===== config.mk =====
export PLATFORM = sky130hd
export DESIGN_NAME = execution_block
export DESIGN_NICKNAME = d
export VERILOG_FILES = /design/src/rtl/exec_pkg.sv /design/src/rtl/exec_alu.sv /design/src/rtl/execution_block.sv
export SDC_FILE = /design/constraint.sdc
export NUM_CORES = 1
export LEC_CHECK = 0
export CORE_AREA = 2 2 99 101
export DETAILED_ROUTE_END_ITERATION = 7
export DIE_AREA = 0 0 101 103
export PLACE_DENSITY_LB_ADDON = 0.15
export SLEW_MARGIN = 20
export SYNTH_ARGS = -nofsm -noshare
export SYNTH_HDL_FRONTEND = slang
export SYNTH_HIERARCHICAL = 1
export SYNTH_SLANG_ARGS = --single-unit

===== constraint.sdc =====
create_clock -name Clk3 -period 3.9 [get_ports Clk3]
set_input_delay 0.585 -clock Clk3 [delete_from_list [all_inputs] [get_ports Clk3]]
set_output_delay 0.585 -clock Clk3 [all_outputs]
set_load 0.005 [all_outputs]

===== src/rtl/exec_pkg.sv =====
// Shared widths, opcode encodings, flag bit positions and ALU payload for the EX stage.
// EXEC_MUL_EN (when defined) turns opcode OP_MUL into an 8x8 multiply.
package exec_pkg;

   localparam int unsigned DATA_W = 8;
   localparam int unsigned OP_W   = 5;
   localparam int unsigned RW_W   = 5;
   localparam int unsigned FLAG_W = 4;

   localparam int unsigned FLAG_C = 3;
   localparam int unsigned FLAG_Z = 2;
   localparam int unsigned FLAG_N = 1;
   localparam int unsigned FLAG_V = 0;

   localparam logic [OP_W-1:0] OP_ADD  = 5'b00000;
   localparam logic [OP_W-1:0] OP_ADC  = 5'b00001;
   localparam logic [OP_W-1:0] OP_SUB  = 5'b00010;
   localparam logic [OP_W-1:0] OP_SBB  = 5'b00011;
   localparam logic [OP_W-1:0] OP_AND  = 5'b00100;
   localparam logic [OP_W-1:0] OP_OR   = 5'b00101;
   localparam logic [OP_W-1:0] OP_XOR  = 5'b00110;
   localparam logic [OP_W-1:0] OP_NOT  = 5'b00111;
   localparam logic [OP_W-1:0] OP_NEG  = 5'b01000;
   localparam logic [OP_W-1:0] OP_CMP  = 5'b01001;
   localparam logic [OP_W-1:0] OP_MOV  = 5'b01010;
   localparam logic [OP_W-1:0] OP_MOVB = 5'b01011;
   localparam logic [OP_W-1:0] OP_NAND = 5'b01100;
   localparam logic [OP_W-1:0] OP_NOR  = 5'b01101;
   localparam logic [OP_W-1:0] OP_XNOR = 5'b01110;
   localparam logic [OP_W-1:0] OP_INC  = 5'b01111;
   localparam logic [OP_W-1:0] OP_DEC  = 5'b10000;
   localparam logic [OP_W-1:0] OP_CLR  = 5'b10001;
   localparam logic [OP_W-1:0] OP_SHL  = 5'b10100;
   localparam logic [OP_W-1:0] OP_SHR  = 5'b10101;
   localparam logic [OP_W-1:0] OP_ROL  = 5'b10110;
   localparam logic [OP_W-1:0] OP_ROR  = 5'b10111;
   localparam logic [OP_W-1:0] OP_ASR  = 5'b11000;
   localparam logic [OP_W-1:0] OP_LD   = 5'b11001;
   localparam logic [OP_W-1:0] OP_ST   = 5'b11010;
   localparam logic [OP_W-1:0] OP_MUL  = 5'b11011;
   localparam logic [OP_W-1:0] OP_LDI  = 5'b11100;
   localparam logic [OP_W-1:0] OP_SWAP = 5'b11101;

   typedef struct packed {
      logic [DATA_W-1:0] result;
      logic [FLAG_W-1:0] flags;
      logic              upd_ans;
      logic              upd_flag;
   } alu_out_t;

endpackage


===== src/rtl/exec_alu.sv =====
// Combinational EX-stage ALU: result, {C,Z,N,V} and which of ans/flags the opcode updates.
// EXEC_MUL_EN selects whether OP_MUL multiplies or behaves as a NOP.
module exec_alu
   import exec_pkg::*;
(
   input  logic [DATA_W-1:0] a_i,
   input  logic [DATA_W-1:0] b_i,
   input  logic [DATA_W-1:0] data_i,
   input  logic [OP_W-1:0]   op_i,
   input  logic              c_i,
   output alu_out_t          alu_c_o
);

   logic [DATA_W:0]     sum9;
   logic [2*DATA_W-1:0] sh16;
   logic [DATA_W-1:0]   res;
   logic [2:0]          shamt;
   logic                cf;
   logic                vf;
   logic                upd_a;
   logic                upd_f;
`ifdef EXEC_MUL_EN
   logic [2*DATA_W-1:0] prod;
`endif

   assign shamt = b_i[2:0];

   // Shifts/rotates run through a double-width window so the last bit out lands at a fixed index.
   always_comb begin
      sum9  = '0;
      sh16  = '0;
      res   = '0;
      cf    = 1'b0;
      vf    = 1'b0;
      upd_a = 1'b1;
      upd_f = 1'b1;
`ifdef EXEC_MUL_EN
      prod  = '0;
`endif
      case (op_i)
         OP_ADD, OP_ADC: begin
            sum9 = {1'b0, a_i} + {1'b0, b_i} + ((op_i == OP_ADC) ? 9'(c_i) : 9'd0);
            res  = sum9[DATA_W-1:0];
            cf   = sum9[DATA_W];
            vf   = (a_i[7] == b_i[7]) && (res[7] != a_i[7]);
         end
         OP_SUB, OP_SBB, OP_CMP: begin
            sum9  = {1'b0, a_i} - {1'b0, b_i} - ((op_i == OP_SBB) ? 9'(c_i) : 9'd0);
            res   = sum9[DATA_W-1:0];
            cf    = sum9[DATA_W];
            vf    = (a_i[7] != b_i[7]) && (res[7] != a_i[7]);
            upd_a = (op_i != OP_CMP);
         end
         OP_NEG: begin
            sum9 = 9'd0 - {1'b0, a_i};
            res  = sum9[DATA_W-1:0];
            cf   = sum9[DATA_W];
            vf   = (a_i == 8'h80);
         end
         OP_INC: begin
            sum9 = {1'b0, a_i} + 9'd1;
            res  = sum9[DATA_W-1:0];
            cf   = sum9[DATA_W];
            vf   = (a_i == 8'h7F);
         end
         OP_DEC: begin
            sum9 = {1'b0, a_i} - 9'd1;
            res  = sum9[DATA_W-1:0];
            cf   = sum9[DATA_W];
            vf   = (a_i == 8'h80);
         end
         OP_AND:  res = a_i & b_i;
         OP_OR:   res = a_i | b_i;
         OP_XOR:  res = a_i ^ b_i;
         OP_NOT:  res = ~a_i;
         OP_MOV:  res = a_i;
         OP_MOVB: res = b_i;
         OP_NAND: res = ~(a_i & b_i);
         OP_NOR:  res = ~(a_i | b_i);
         OP_XNOR: res = ~(a_i ^ b_i);
         OP_CLR:  res = '0;
         OP_SHL: begin
            sh16 = {8'h00, a_i} << shamt;
            res  = sh16[DATA_W-1:0];
            cf   = sh16[DATA_W];
         end
         OP_SHR: begin
            sh16 = {a_i, 8'h00} >> shamt;
            res  = sh16[2*DATA_W-1:DATA_W];
            cf   = sh16[DATA_W-1];
         end
         OP_ASR: begin
            sh16 = 16'($signed({a_i, 8'h00}) >>> shamt);
            res  = sh16[2*DATA_W-1:DATA_W];
            cf   = sh16[DATA_W-1];
         end
         OP_ROL: begin
            sh16 = {a_i, a_i} << shamt;
            res  = sh16[2*DATA_W-1:DATA_W];
            cf   = (shamt != 3'd0) && res[0];
         end
         OP_ROR: begin
            sh16 = {a_i, a_i} >> shamt;
            res  = sh16[DATA_W-1:0];
            cf   = (shamt != 3'd0) && res[7];
         end
         OP_LD, OP_ST: begin
            sum9  = {1'b0, a_i} + {1'b0, b_i};
            res   = sum9[DATA_W-1:0];
            upd_f = 1'b0;
         end
`ifdef EXEC_MUL_EN
         OP_MUL: begin
            prod = 16'(a_i) * 16'(b_i);
            res  = prod[DATA_W-1:0];
            cf   = |prod[2*DATA_W-1:DATA_W];
         end
`endif
         OP_LDI:  res = data_i;
         OP_SWAP: res = {a_i[3:0], a_i[7:4]};
         default: begin
            upd_a = 1'b0;
            upd_f = 1'b0;
         end
      endcase
   end

   always_comb begin
      alu_c_o                = '0;
      alu_c_o.result         = res;
      alu_c_o.flags[FLAG_C]  = cf;
      alu_c_o.flags[FLAG_Z]  = (res == '0);
      alu_c_o.flags[FLAG_N]  = res[7];
      alu_c_o.flags[FLAG_V]  = vf;
      alu_c_o.upd_ans        = upd_a;
      alu_c_o.upd_flag       = upd_f;
   end

endmodule


===== src/rtl/execution_block.sv =====
// EX stage of the 8-bit pipeline: ALU result/flags plus MEM-stage controls, all registered on Clk3.
// Build with EXEC_MUL_EN defined to enable the multiply opcode.
module execution_block
   import exec_pkg::*;
(
   input  logic              Clk3,
   input  logic              Rst_n,
   input  logic [DATA_W-1:0] A,
   input  logic [DATA_W-1:0] B,
   input  logic [DATA_W-1:0] data_in,
   input  logic [OP_W-1:0]   Op_ex,
   input  logic              Mem_en_dec,
   input  logic              Mem_rw_dec,
   input  logic              Mem_mux_sel_dec,
   input  logic [RW_W-1:0]   Rw_dec,
   output logic [DATA_W-1:0] ans_ex,
   output logic [FLAG_W-1:0] Flag,
   output logic [DATA_W-1:0] Data_out,
   output logic [DATA_W-1:0] B_bypass,
   output logic              Mem_en_ex,
   output logic              Mem_rw_ex,
   output logic              Mem_mux_sel_ex,
   output logic [RW_W-1:0]   Rw_ex
);

   alu_out_t          alu_c;
   logic [DATA_W-1:0] ans_d, ans_q;
   logic [FLAG_W-1:0] flag_d, flag_q;
   logic [DATA_W-1:0] data_q, bbyp_q;
   logic              mem_en_q, mem_rw_q, mem_sel_q;
   logic [RW_W-1:0]   rw_q;

   exec_alu u_alu (
      .a_i     (A),
      .b_i     (B),
      .data_i  (data_in),
      .op_i    (Op_ex),
      .c_i     (flag_q[FLAG_C]),
      .alu_c_o (alu_c)
   );

   // CMP/LD/ST/NOP keep the previous result and/or flags.
   always_comb begin
      ans_d  = alu_c.upd_ans  ? alu_c.result : ans_q;
      flag_d = alu_c.upd_flag ? alu_c.flags  : flag_q;
   end

   always_ff @(posedge Clk3 or negedge Rst_n) begin
      if (!Rst_n) begin
         ans_q     <= '0;
         flag_q    <= '0;
         data_q    <= '0;
         bbyp_q    <= '0;
         mem_en_q  <= 1'b0;
         mem_rw_q  <= 1'b0;
         mem_sel_q <= 1'b0;
         rw_q      <= '0;
      end else begin
         ans_q     <= ans_d;
         flag_q    <= flag_d;
         data_q    <= data_in;
         bbyp_q    <= B;
         mem_en_q  <= Mem_en_dec;
         mem_rw_q  <= Mem_rw_dec;
         mem_sel_q <= Mem_mux_sel_dec;
         rw_q      <= Rw_dec;
      end
   end

   assign ans_ex         = ans_q;
   assign Flag           = flag_q;
   assign Data_out       = data_q;
   assign B_bypass       = bbyp_q;
   assign Mem_en_ex      = mem_en_q;
   assign Mem_rw_ex      = mem_rw_q;
   assign Mem_mux_sel_ex = mem_sel_q;
   assign Rw_ex          = rw_q;

endmodule


* Word level (Yosys, flattened, before mapping)
Index checks and enable logic that the tools add are counted.
** Cells by class
- Bitwise logic cells :: 7
- Add/subtract/negate cells :: 7
- Multiplexer cells :: 7
- Shifts and indexed selects :: 5
- Equal/unequal tests :: 33
- Reductions and logical operators :: 13
** Operators with widths (count)
- 8-bit one-hot mux with 22 select lines :: 1
- 5-bit equality test (second input constant) :: 11
- 5-bit by 4-bit equality test with 1-bit output (second input constant) :: 8
- 8-bit NOT :: 4
- 25-bit OR reduction :: 1
- 24-bit OR reduction :: 1
- 5-bit by 3-bit equality test with 1-bit output (second input constant) :: 4
- 16-bit by 3-bit left shift with 16-bit output :: 1
- 16-bit by 3-bit >> shifter with 16-bit output :: 1
- 16-bit by 3-bit >> shifter with 8-bit output :: 1
- 16-bit by 3-bit >>> shifter with 16-bit output :: 1
- 5-bit by 2-bit equality test with 1-bit output (second input constant) :: 2
- 1-bit one-hot mux with 10 select lines :: 1
- 8-bit by 1-bit adder with 9-bit output (second input constant) :: 1
- 8-bit by 8-bit adder with 9-bit output :: 1
- 9-bit adder :: 1
- 8-bit by 3-bit left shift with 9-bit output :: 1
- 1-bit by 8-bit subtractor with 9-bit output (first input constant) :: 1
- 8-bit by 1-bit subtractor with 9-bit output (second input constant) :: 1
- 8-bit by 8-bit subtractor with 9-bit output :: 1
- 9-bit subtractor :: 1
- 8-bit AND :: 1
- 8-bit by 7-bit equality test with 1-bit output (second input constant) :: 1
- 8-bit equality test (second input constant) :: 1
- 15 further kinds :: 24
** Word-level totals
- Flip-flop bits (word level) :: 36
- Output and inout bits :: 36

* Logic depth before layout (Yosys ltp)
- Depth after elaboration :: 6
- Gate-level depth with buffers :: 16

* By module
The synthesis kept the hierarchy.
** Modules (own cells, without submodules)
- exec_alu :: cells an instance 549, times used 1, area each 4085.2 um^2, sequential area each 0.0 um^2
- execution_block :: cells an instance 49, times used 1, area each 1077.3 um^2, sequential area each 900.9 um^2

* Worst setup path after synthesis
No wires, ideal clock.
- Path kind :: input to register
- Start point :: in Op_ex[0]
- End point :: reg flag_q[0] (netlist: Flag[0])
- Path slack :: -0.022 ns
- Path buffers :: 3
- Data arrival time :: 3.797 ns
- Library setup time :: 0.125 ns
- Stages on the path :: 16
- Path through :: buf_2 -> and2_1 -> clkbuf_1 -> nand3_1 -> fa_1 -> inv_1 -> ha_1 -> o21ai_0 -> a21oi_1 -> o2111ai_1 -> or3b_2 -> xnor2_1 -> and3_1 -> a211o_1 -> buf_4 -> mux2_2
** Between the ends
- Cells in the longest elaborated chain, start to end :: 6
- Elaborated cells on any way between the ends :: 39
- Classes of those cells :: 2 x add/sub; 26 x eq/ne; 4 x mux; 7 x reduce/logical
** Ends and longest elaborated chain
- start, declared :: RTL line execution_block.sv:11 : input logic [OP_W-1:0] Op_ex,
- 5-bit by 2-bit equality test with 1-bit output / 5-bit by 1-bit equality test with 1-bit output (equally long branches) :: RTL line exec_alu.sv:40, exec_alu.sv:48, exec_alu.sv:42
- 1-bit two-way mux, on equally long branches :: RTL line exec_alu.sv:48, exec_alu.sv:42
- 9-bit subtractor / 9-bit adder (equally long branches) :: RTL line exec_alu.sv:48, exec_alu.sv:42
- 1-bit != test, on equally long branches :: RTL line exec_alu.sv:51, exec_alu.sv:45
- 1-bit logical AND, on equally long branches :: RTL line exec_alu.sv:51, exec_alu.sv:45
- 1-bit one-hot mux with 4 select lines * :: RTL line exec_alu.sv:40 : case (op_i)
- via u_alu.vf :: RTL line exec_alu.sv:19 : logic vf;
- end signal, assigned :: RTL line execution_block.sv:60 : flag_q <= flag_d;
- end, declared :: RTL line execution_block.sv:28 : logic [FLAG_W-1:0] flag_d, flag_q;
The timed path passes the listed nets; every way through them passes the cells marked *.
A chain may end at the register's enable or synchronous reset.

==> summary.txt <==
Synth
  • Seq cells post-synth: 36
  • Post-Syn Area: 0.00516 mm²
  • Syn_area_per_cell: 8.63 µm²
  • Yosys top cell by area: dfrtp_1
  • Async SR Flop Fraction: 1.00
  • Largest cells by area after synthesis: dfrtp_1 (17%), ha_1 (8.5%), mux4_2 (4.4%)
  • Mapped Cells: 598
  • Synth top area share: 0.175
  • EDFF count, synth: 0
  • Top post-synthesis cells by count: dfrtp_1 (36), ha_1 (35), nand2_1 (33), nor2_1 (33), inv_1 (32)
  • Netlist cell types: 83
  • Synthesized Nets: 675
  • Top-count cell post-synth: dfrtp_1
  • Synthesis Warnings: 6
  • Seq/Total Area, Yosys: 0.175
  • Main synth FF type: dfrtp_1

Final layout
  • # fillers: 720
  • Share of cells above drive strength 1: 0.256
  • Final non-filler cell total: 867
  • Inserted Diodes: 0
  • NumNets Final: 829
  • Area delta synth->final: 34.1%
  • Area taken by multi-input logic gates: 0.00392 mm²
  • FF+latch area: 901 µm²

Power and ir drop
  • Net Sw Frac: 0.364
  • Net switching power of the design: 587 µW
  • Overall Power: 1610 µW
  • Leak pwr: 0.00305 µW
  • Pwr/cell area: 233 mW/mm²
  • Comb pwr share: 0.534
  • Seq pwr share: 0.264
  • Peak VDD IR: 0.170 mV
  • Internal power: 1030 µW
  • Clk network pwr share: 0.202

Worst setup path
  • Critical Path Stages: 11
  • Crit end category: register
  • Data required, critical path: 4.14 ns
  • Startpoint Class: primary input
  • CP Class: primary input to register
  • Largest stage delay, worst path: 0.63 ns
  • Slowest library cell on the worst path: mux4_1
  • Worst path cell trace: clkdlybuf4s50_1 > buf_12 > mux4_1 > nor2_1 > a211oi_1 > or4_4 > nor4b_4 > buf_4 > or4b_4 > nor4_4 > mux2_4
  • Worst r2r dst: Flag[2]
  • Top delay family on crit path: simple AND/OR/NAND/NOR gates
  • Reg2Reg Setup Slack: 0.34 ns
  • Worst-path fanout max: 15
  • Worst path arrival time: 4.03 ns
  • Worst Setup SP: B[1]
  • Reg2reg path depth: 11
  • Worst Path Buf+Inv: 3
  • Worst R2R Start: Flag[3]

Routing
  • Via-to-Cell Ratio: 6.92
  • Avg WL per Cell: 23.8 µm
  • Via count: 6001
  • First-pass DRT Iterations: 6
  • Routed wire length: 20600 µm
  • DR iter-0 viols: 835
  • Residual DRC count: 0
  • ANT nets after route: 0

Floorplanning
  • Starting Density: 0.546
  • Die area: 0.0104 mm²
  • Core box area: 0.00946 mm²
  • Die extent in y: 103 µm
  • I/O Pins: 75
  • Die X: 101 µm
  • Row count: 36

Placement
  • Number of port buffers: 74
  • Setup WS pre-CTS: -0.413 ns
  • Final Wtd Congestion: 1.19
  • Placed cells: 859
  • Post-DP HPWL: 15900 µm

Global routing
  • Global-route wire length before repair: 30700 µm
  • Total track usage: 0.389
  • Largest net degree at the start of global routing: 37
  • Overflow after GRT: 0
  • Initial antenna violation count: 0
  • Vias in the first global route: 5462

Clocking
  • Worst-path clk slew: 0.07 ns
  • H-tree lvl count: 2
  • Clk_lat worst skew: 0.30 ns
  • # clock sinks: 36
  • Total CTS buffers: 5
  • Post-CTS Setup Inserts: 0
  • CTS tree: yes
  • Max Root-Sink Buffers: 2
  • Clock root buffer: clkbuf_8

STA
  • WHS: 0.354 ns
  • Slew @ Worst Pin: 0.936 ns
  • Tmin final: 3.79 ns
  • Setup TNS Final: 0 ns
  • Final setup vio count: 0
  • Skew final: 0.00720 ns
  • Final period utilization: 0.971
  • Slack of the critical path: 0.112 ns
  • Achievable Freq: 264 MHz
  • Pins Over Slew Limit: 0
  • Worst rel slew slack: 0.375
  • Final hold violations: 0

Run
  • Max_cap viols: 0

Status
  • Status: finished clean

Min path
  • HP Class: primary input to async pin
==> stage by stage <==
stage,util,instance area (µm²)
floorplan,-,5170
global placement,0.710,6720
detailed placement,0.710,6720
CTS,0.722,6830
global route,0.732,6920
finish,0.732,6920
==> power by group through the flow <==
| stage | Clock [µW] | Sequential, µW | Combinational (µW) |
|---|---|---|---|
| detailed placement | 0 | 434 | 813 |
| CTS | 332 | 426 | 818 |
| global placement | 0 | 432 | 796 |
| global route | 345 | 430 | 908 |
| finish | 326 | 427 | 862 |
| floorplan | 0 | 433 | 438 |
==> layer usage <==
metal,part of all wire,track usage,vias to the layer above
li1,-,-,2585
met1,0.38,0.525,2814
met2,0.44,0.619,495
met3,0.13,0.0610,107
met4,0.054,0.169,0
met5,0,0,-
==> how the worst max path moves through the flow <==
| stage | to |
|---|---|
| floorplan | Flag[0] |
| finish | Flag[2] |
| detailed placement | Flag[0] |
| global route | Flag[2] |
| global placement | Flag[0] |
| CTS | Flag[0] |
==> timing repair <==
action | CTS | global route
hold buffers | 0 | 0
gates resized for setup | 2 | 23
hold endpoints to repair | 0 | 0
setup endpoints to repair | 2 | 2
pin swaps | 0 | 9
==> layout make-up <==
class                           count  share of cell area
Multi-Input combinational cell    478               0.567
Inverter                           34              0.0184
Sequential cell                    36               0.130
Tap cell                          114              0.0206
Timing Repair Buffer              197               0.248
Clock buffer                        5             0.00994
Clock inverter                      3             0.00614
==> logic make-up after synthesis <==
logic type      share of synthesized area
fa+ha+maj                          0.0965
compound gates                      0.222
simple gates                        0.225
mux                                 0.142
xor+xnor                           0.0603
buf+inv                            0.0807
flops                               0.175
==> placed cells by master (no fill, tap or decap), types with 6 or more instances in the layout <==
master	synthesis	routed
xnor2_1	23	23
inv_1	32	32
dfrtp_1	36	36
and3_1	11	11
nand4_1	8	8
a211o_1	7	7
nand2b_1	10	10
dlymetal6s2s_1	0	7
buf_4	12	119
clkdlybuf4s50_1	0	66
or3_1	8	7
mux2i_1	16	16
o2111ai_1	7	6
xor2_1	10	10
ha_1	35	35
nor2b_1	9	9
mux2_4	9	10
nor3_1	14	13
nor3b_1	7	7
a21oi_1	19	18
nand2_1	33	33
mux2_2	12	11
o22ai_1	6	6
a22oi_1	9	9
a211oi_1	13	13
nor2_1	33	33
mux4_2	10	10
nand3_1	24	23
o21ai_0	14	13
o211ai_1	15	15
a2111oi_0	7	6
==> sequential cells by signal, summed over array words and instances, names as in the netlist <==
signal and flops:
B_bypass 8, Data_out 8, ans_ex 8, Rw_ex 5
Flag 4, Mem_en_ex 1, Mem_mux_sel_ex 1, Mem_rw_ex 1
No activity file was read; power rests on OpenSTA's default activity.
